===== src/rtl/axi4lite_resp_regfile.sv =====
// axi4lite_resp_regfile: AXI4-Lite register file with OKAY/SLVERR responses and independent read/write paths.
module axi4lite_resp_regfile #(
  parameter int ADDR_WIDTH = 2,
  parameter int DATA_WIDTH = 8,
  parameter int NUM_REGS   = 4
) (
  input  logic                           clk,
  input  logic                           rst,
  input  logic [ADDR_WIDTH-1:0]          s_awaddr,
  input  logic                           s_awvalid,
  output logic                           s_awready,
  input  logic [DATA_WIDTH-1:0]          s_wdata,
  input  logic                           s_wvalid,
  output logic                           s_wready,
  output logic [1:0]                     s_bresp,
  output logic                           s_bvalid,
  input  logic                           s_bready,
  input  logic [ADDR_WIDTH-1:0]          s_araddr,
  input  logic                           s_arvalid,
  output logic                           s_arready,
  output logic [DATA_WIDTH-1:0]          s_rdata,
  output logic [1:0]                     s_rresp,
  output logic                           s_rvalid,
  input  logic                           s_rready,
  output logic [NUM_REGS*DATA_WIDTH-1:0] regs_flat
);
  logic                  aw_held, w_held, aw_hs, w_hs, commit, wr_ok, rd_ok;
  logic [ADDR_WIDTH-1:0] aw_buf, waddr;
  logic [DATA_WIDTH-1:0] w_buf, wdata, rd_val;
  logic [DATA_WIDTH-1:0] regs [NUM_REGS];
  assign s_awready = !aw_held && !s_bvalid;
  assign s_wready  = !w_held && !s_bvalid;
  assign s_arready = !s_rvalid;
  assign aw_hs     = s_awvalid && s_awready;
  assign w_hs      = s_wvalid && s_wready;
  // a buffered half always takes precedence over the live bus value
  assign waddr     = aw_held ? aw_buf : s_awaddr;
  assign wdata     = w_held ? w_buf : s_wdata;
  assign commit    = (aw_held || aw_hs) && (w_held || w_hs);
  assign wr_ok     = 32'(waddr) < NUM_REGS;
  assign rd_ok     = 32'(s_araddr) < NUM_REGS;
  always_comb begin
    rd_val = '0;
    for (int i = 0; i < NUM_REGS; i++)
      if (s_araddr == ADDR_WIDTH'(i)) rd_val = regs[i];
  end
  always_ff @(posedge clk or posedge rst) begin
    if (rst) begin
      for (int i = 0; i < NUM_REGS; i++) regs[i] <= '0;
    end else if (commit) begin
      for (int i = 0; i < NUM_REGS; i++)
        if (waddr == ADDR_WIDTH'(i)) regs[i] <= wdata;
    end
  end
  for (genvar g = 0; g < NUM_REGS; g++) begin : g_flat
    assign regs_flat[g*DATA_WIDTH +: DATA_WIDTH] = regs[g];
  end
  always_ff @(posedge clk or posedge rst) begin
    if (rst) begin
      aw_held  <= 1'b0;
      w_held   <= 1'b0;
      aw_buf   <= '0;
      w_buf    <= '0;
      s_bvalid <= 1'b0;
      s_bresp  <= 2'b00;
    end else begin
      if (commit) begin
        aw_held  <= 1'b0;
        w_held   <= 1'b0;
        s_bvalid <= 1'b1;
        s_bresp  <= wr_ok ? 2'b00 : 2'b10;
      end else begin
        if (aw_hs) begin
          aw_held <= 1'b1;
          aw_buf  <= s_awaddr;
        end
        if (w_hs) begin
          w_held <= 1'b1;
          w_buf  <= s_wdata;
        end
      end
      if (s_bvalid && s_bready) s_bvalid <= 1'b0;
    end
  end
  // regs are sampled before this edge's write lands, so same-edge reads see the old value
  always_ff @(posedge clk or posedge rst) begin
    if (rst) begin
      s_rvalid <= 1'b0;
      s_rdata  <= '0;
      s_rresp  <= 2'b00;
    end else if (s_arvalid && s_arready) begin
      s_rvalid <= 1'b1;
      s_rdata  <= rd_ok ? rd_val : '0;
      s_rresp  <= rd_ok ? 2'b00 : 2'b10;
    end else if (s_rvalid && s_rready) begin
      s_rvalid <= 1'b0;
    end
  end
endmodule

===== config.mk =====
export PLATFORM = sky130hd
export DESIGN_NAME = axi4lite_resp_regfile
export DESIGN_NICKNAME = d
export VERILOG_FILES = /design/src/rtl/axi4lite_resp_regfile.sv
export SDC_FILE = /design/constraint.sdc
export NUM_CORES = 1
export LEC_CHECK = 0
export ABC_CLOCK_PERIOD_IN_PS = 2000
export CELL_PAD_IN_SITES_DETAIL_PLACEMENT = 2
export CELL_PAD_IN_SITES_GLOBAL_PLACEMENT = 2
export CORE_MARGIN = 2
export CORE_UTILIZATION = 33
export DETAILED_ROUTE_END_ITERATION = 7
export PLACE_DENSITY = 0.79
export SKIP_CTS_REPAIR_TIMING = 1
export SYNTH_ARGS = -nofsm -noshare
export SYNTH_HDL_FRONTEND = slang
export SYNTH_SLANG_ARGS = --single-unit

===== constraint.sdc =====
create_clock -name clk -period 2 [get_ports clk]
set_clock_uncertainty 0.1 [all_clocks]
set_input_delay 0.5 -clock clk [delete_from_list [all_inputs] [get_ports clk]]
set_output_delay 0.5 -clock clk [all_outputs]
set_load 0.05 [all_outputs]

==> impl_metrics.csv, run 1 <==
group,metric,value,unit
floorplan,ios,68,
flow_run,maxCapViolCount,0,
routing,drtPass1Iterations,4,
clock_network,cts-root-buf,"clkbuf_8",
sta,max-slew-margin-rel,0.664,
clock_network,insertion_delay,310,ps
synthesis,ys_types,22,
worst_setup_path,r2r-start,"aw_held$_DFFE_PP0P_",
sta,period_minus_slack,1950,ps
global_route,track_usage,0.170,
worst_setup_path,path_max_fanout,3,
sta,rsz0062_at_grt,"false",
sta,period_share,0.974,
global_route,grt_pass1_wl,10600,um
worst_setup_path,cp-end-kind,"flip-flop",
floorplan,core_area,7250,um2
worst_setup_path,critical_path.max_stage_delay,470,ps
final_layout,antenna_cells,0,
worst_setup_path,r2r_cells,4,
clock_network,cts_tree,"built",
synthesis,netlist_instances,154,
worst_setup_path,crit_family,"multiplexers",
routing,initialDrtViolationCount,30,
placed_design,io_buffers,63,
run_status,outcome,"complete, no violations",
global_route,antenna_found_initial,0,
worst_hold_path,whs_path_depth,1,
worst_setup_path,critical_path.startpoint_type,"primary input",
worst_setup_path,r2r_slack,110,ps
routing,routedWlPerCell,19.5,um
worst_setup_path,worst_path_max_delay_cell,"clkdlybuf4s50_1",
routing,drtAntennaViolNets,0,
routing,drcViolationCount,0,
synthesis,synth_area_per_cell,16.0,um2
synthesis,ys_ff_latch,54,
floorplan,dieArea,8190,um2
sta,final_hold_viol_count,0,
synthesis,synth-seq-area-share,0.547,
routing,viasPerCell,4.79,
synthesis,synthTopCellsByArea,"dfrtp_1, mux2_2, mux4_2, nor3_4, buf_4",
synthesis,ys_warn_count,0,
floorplan,rows,31,
global_route,grt-ovfl-total,0,
routing,detailroute.via_count,1629,
worst_setup_path,cp.required,2100,ps
final_layout,nFillCells,717,
clock_network,cts-buffers-inserted,5,
clock_network,clock_sinks,54,
worst_hold_path,min_from,"w_buf[2]$_DFFE_PP0P_",
synthesis,syn_area,2470,um2
floorplan,die_w,90.5,um
worst_setup_path,path_cells,"clkdlybuf4s50_1, mux2_4, nor3_4, buf_4, mux2_2",
final_layout,nNetsFinal,260,
global_route,grt_pass1_vias,1835,
clock_network,h-tree-depth,2,
sta,slew_violations,0,
floorplan,initial_core_util,0.341,
sta,setup_viol,0,
global_route,grt_max_degree,55,
clock_network,cts_buffer_depth,2,
worst_hold_path,holdPathEnd,"w_buf[2]$_DFFE_PP0P_",
final_layout,area_delta_synth_final,40.2,%
worst_hold_path,hp-class,"flip-flop to flip-flop",
worst_setup_path,crit_type,"primary input to flip-flop",
synthesis,synth_top_cell_by_area,"dfrtp_1",
floorplan,dieHeight,90.5,um
placed_design,hpwl,4880,um
placed_design,place.gp.congestion,0.775,
clock_network,path_clk_slew,90,ps
worst_setup_path,cp-startpoint,"s_awaddr[1]",
final_layout,drive_gt1_frac,0.639,
worst_setup_path,rr_endpoint,"regs_flat[19]$_DFFE_PP0P_",
final_layout,fin_util,0.477,
sta,max_freq,0.514,GHz
sta,worstMarginPinSlew,490,ps
worst_setup_path,cp.arrival,2050,ps
worst_setup_path,path_buf_inv,2,
synthesis,synth.top_cell.area_share,0.547,
routing,routed_wl,6640,um
-- routing by layer --
| layer | GRT usage | part of all wire | vias up |
|---|---|---|---|
| met5 | 0 | 0 | - |
| met4 | 0.0462 | 0.012 | 0 |
| met3 | 0.0359 | 0.041 | 6 |
| met2 | 0.287 | 0.51 | 46 |
| met1 | 0.221 | 0.44 | 849 |
| li1 | - | - | 728 |
-- state kept, by name, summed over array words and instances (netlist names) --
| name | count |
|---|---|
| regs_flat | 32 |
| s_rdata | 8 |
| w_buf | 8 |
| aw_buf | 2 |
| aw_held | 1 |
| s_bvalid | 1 |
| s_rvalid | 1 |
| w_held | 1 |
-- cell usage after synthesis (all sizes together) --
master,count
and2b,2
buf,8
clkbuf,2
conb,1
dfrtp,54
inv,2
mux2,60
mux2i,3
mux4,8
nor2,3
nor2b,1
nor3,5
nor4b,1
nor4bb,1
o21a,1
o21bai,1
o22ai,1
-- per-stage QoR --
step	cells	setup WS, ps	cell area [um2]	setup TNS, ps	hold slack [ps]
2_1_floorplan	157	-15.9	2490	-462	375
3_3_place_gp	333	-296	3330	-11560	383
3_5_place_dp	333	-340	3330	-13590	394
4_1_cts	340	-38.5	3440	-218	415
5_1_grt	340	20.8	3460	0	432
6_report	340	52.8	3460	0	410
-- layout by cell type, fill, tap and decap left out --
cell type,instances
and2b_2,2
buf_12,6
buf_4,62
buf_6,1
bufinv_16,1
clkbuf_8,6
clkdlybuf4s50_1,17
conb_1,4
dfrtp_1,53
dfrtp_2,1
dlymetal6s2s_1,1
inv_1,1
inv_2,1
mux2_1,1
mux2_2,58
mux2_4,1
mux2i_1,3
mux4_2,8
nor2_1,2
nor2_4,1
nor2b_1,1
nor3_1,1
nor3_4,4
nor4b_1,1
nor4bb_4,1
o21a_1,1
o21bai_1,1
o22ai_4,1
-- how the worst max path moves through the flow --
stage | end | slack [ps] | cells after the start
floorplan | regs_flat[0]$_DFFE_PP0P_ | -20 | 4
global route | regs_flat[3]$_DFFE_PP0P_ | 20 | 6
finish | regs_flat[3]$_DFFE_PP0P_ | 50 | 5
global placement | regs_flat[31]$_DFFE_PP0P_ | -300 | 6
CTS | regs_flat[6]$_DFFE_PP0P_ | -40 | 6
detailed placement | regs_flat[29]$_DFFE_PP0P_ | -340 | 6
-- cells by family (layout without fill, tap and decap cells) --
family | count (synthesis) | after routing | share of synthesized area
and+or+nand+nor | 13 | 13 | 0.0496
DFF | 54 | 54 | 0.547
AOI/OAI and AO/OA | 3 | 3 | 0.0142
buffers and inverters | 12 | 96 | 0.0274
muxes | 71 | 71 | 0.360
other | 1 | 4 | 0.00152
-- worst register-to-register path: stages (launching register included) --
cell	delay, ps
dfrtp_1	490
mux2_2	430
nor3_4	220
buf_4	180
mux2_2	340
-- area by class of cell --
| class | count | area, um2 | area share |
|---|---|---|---|
| flip-flops and latches | 54 | 1350 | 0.391 |
| multi-input cells | 91 | 1090 | 0.314 |
| repair buffers | 87 | 779 | 0.225 |
| well taps | 99 | 124 | 0.0358 |
| clock buffers | 6 | 82.6 | 0.0239 |
| clock inverters | 1 | 30.0 | 0.00867 |
| inverters | 2 | 7.51 | 0.00217 |
Power of run 1 is not shown: default switching activity piles up to over one toggle a cycle in this logic, so the estimate is an artifact.
==> run 2: changes to the inputs <==
--- a/config.mk
+++ b/config.mk
@@ -11,7 +11,7 @@
 export CORE_MARGIN = 2
 export CORE_UTILIZATION = 33
 export DETAILED_ROUTE_END_ITERATION = 7
-export PLACE_DENSITY = 0.79
+export PLACE_DENSITY = 0.8
 export SKIP_CTS_REPAIR_TIMING = 1
 export SYNTH_ARGS = -nofsm -noshare
 export SYNTH_HDL_FRONTEND = slang
==> run 2 against run 1 <==
Effect of this change: sequential share of layout area grew 0.45 points; clock-buffer cell count unchanged; critical path depth up 1; routed wire length up 0.33%; worst setup slack improved by 4.5 ps; sequential cell count unchanged; cell count rose by 0.29%; final area decreased by 1.2%; register-to-register slack improved by 30 ps; die area unchanged; worst hold slack better by 7.9 ps; fmax increased by 0.23%.
==> impl_metrics.csv, run 2 (synthesis results as in run 1) <==
group,metric,value,unit
worst_hold_path,hp-class,"flip-flop to flip-flop",
final_layout,nNetsFinal,260,
placed_design,dp_cells,333,
routing,initialDrtViolationCount,49,
flow_run,maxCapViolCount,0,
worst_setup_path,cp.required,2090,ps
clock_network,cts-root-buf,"clkbuf_8",
clock_network,h-tree-depth,2,
sta,rsz0062_at_grt,"true",
worst_setup_path,cp.arrival,2040,ps
placed_design,place.gp.congestion,0.741,
clock_network,cts-buffers-inserted,5,
global_route,grt_pass1_vias,1929,
sta,max_freq,0.515,GHz
floorplan,ios,68,
sta,final_hold_viol_count,0,
clock_network,path_clk_slew,90,ps
global_route,antenna_found_initial,0,
global_route,track_usage,0.176,
global_route,grt_pass1_wl,11000,um
routing,detailroute.via_count,1635,
run_status,outcome,"complete, no violations",
sta,worstMarginPinSlew,537,ps
final_layout,antenna_cells,0,
final_layout,layout_common_cells,"buf_4, mux2_2, dfrtp_1",
sta,slew_violations,0,
routing,routed_wl,6670,um
final_layout,area_delta_synth_final,38.4,%
final_layout,multi_input_area,1080,um2
worst_setup_path,path_max_fanout,5,
routing,drtPass1Iterations,4,
floorplan,die_w,90.5,um
final_layout,drive_gt1_frac,0.632,
sta,setup_viol,0,
sta,period_minus_slack,1940,ps
floorplan,core_area,7250,um2
final_layout,nFillCells,738,
floorplan,initial_core_util,0.341,
placed_design,hpwl,5300,um
final_layout,seqCellArea,1350,um2
placed_design,place_area,3330,um2
clock_network,insertion_delay,300,ps
worst_setup_path,crit_type,"primary input to flip-flop",
placed_design,io_buffers,63,
global_route,grt-ovfl-total,0,
worst_setup_path,cp-end-kind,"flip-flop",
global_route,grt_max_degree,55,
clock_network,cts_tree,"built",
clock_network,cts_buffer_depth,2,
routing,viasPerCell,4.79,
clock_network,clock_sinks,54,
routing,drcViolationCount,0,
final_layout,stdcell_area,3420,um2
worst_setup_path,critical_path.startpoint_type,"primary input",
final_layout,largest_reg_flops,32,
floorplan,dieArea,8190,um2
final_layout,stdcell_count,341,
sta,period_share,0.971,
routing,drtAntennaViolNets,0,
routing,routedWlPerCell,19.5,um
final_layout,layout_commonest_cell,"buf_4",
floorplan,rows,31,
floorplan,dieHeight,90.5,um
sta,max-slew-margin-rel,0.631,
run 2: path summary, 6_finish.rpt:
check	startpoint	endpoint	slack (ps)	cells after the start
worst min register to register	w_buf[3]$_DFFE_PP0P_	w_buf[3]$_DFFE_PP0P_	420	1
worst max register to register	aw_held$_DFFE_PP0P_	regs_flat[19]$_DFFE_PP0P_	140	4
min in group asynchronous	rst	regs_flat[13]$_DFFE_PP0P_	470	3
max in group asynchronous	rst	regs_flat[19]$_DFFE_PP0P_	1100	3
worst min-delay path	w_buf[3]$_DFFE_PP0P_	w_buf[3]$_DFFE_PP0P_	420	1
worst max-delay path	s_awvalid	regs_flat[11]$_DFFE_PP0P_	60	6
run 2: worst max-delay path, stage by stage:
cell and delay (ps):
clkdlybuf4s50_1 470, and2b_2 190, o22ai_4 130, nor3_4 220, buf_4 180, mux2_2 340
run 2: cell type report:
class | count | share of cell area
Tap cell | 99 | 0.0362
Inverter | 2 | 0.00220
Clock buffer | 6 | 0.0212
Timing Repair Buffer | 87 | 0.226
Sequential cell | 54 | 0.395
Multi-Input combinational cell | 91 | 0.315
Clock inverter | 2 | 0.00402
run 2: routing by layer:
metal / track usage / share of wire / vias up
met5: 0 / 0 / -
met4: 0.0500 / 0.012 / 0
met3: 0.0292 / 0.033 / 7
met2: 0.323 / 0.56 / 43
met1: 0.211 / 0.40 / 857
li1: - / - / 728
run 2: stage by stage:
stage / setup TNS [ps] / hold slack, ps / setup WS [ps] / utilization
after floorplan: -462 / 375 / -15.9 / -
after global placement: -10900 / 383 / -286 / 0.459
after detailed placement: -12960 / 398 / -330 / 0.459
after CTS: -12.8 / 420 / -9.82 / 0.471
after global routing: -18.8 / 443 / -10.5 / 0.471
final: 0 / 418 / 57.3 / 0.471
Power of run 2 is left out for the same reason.
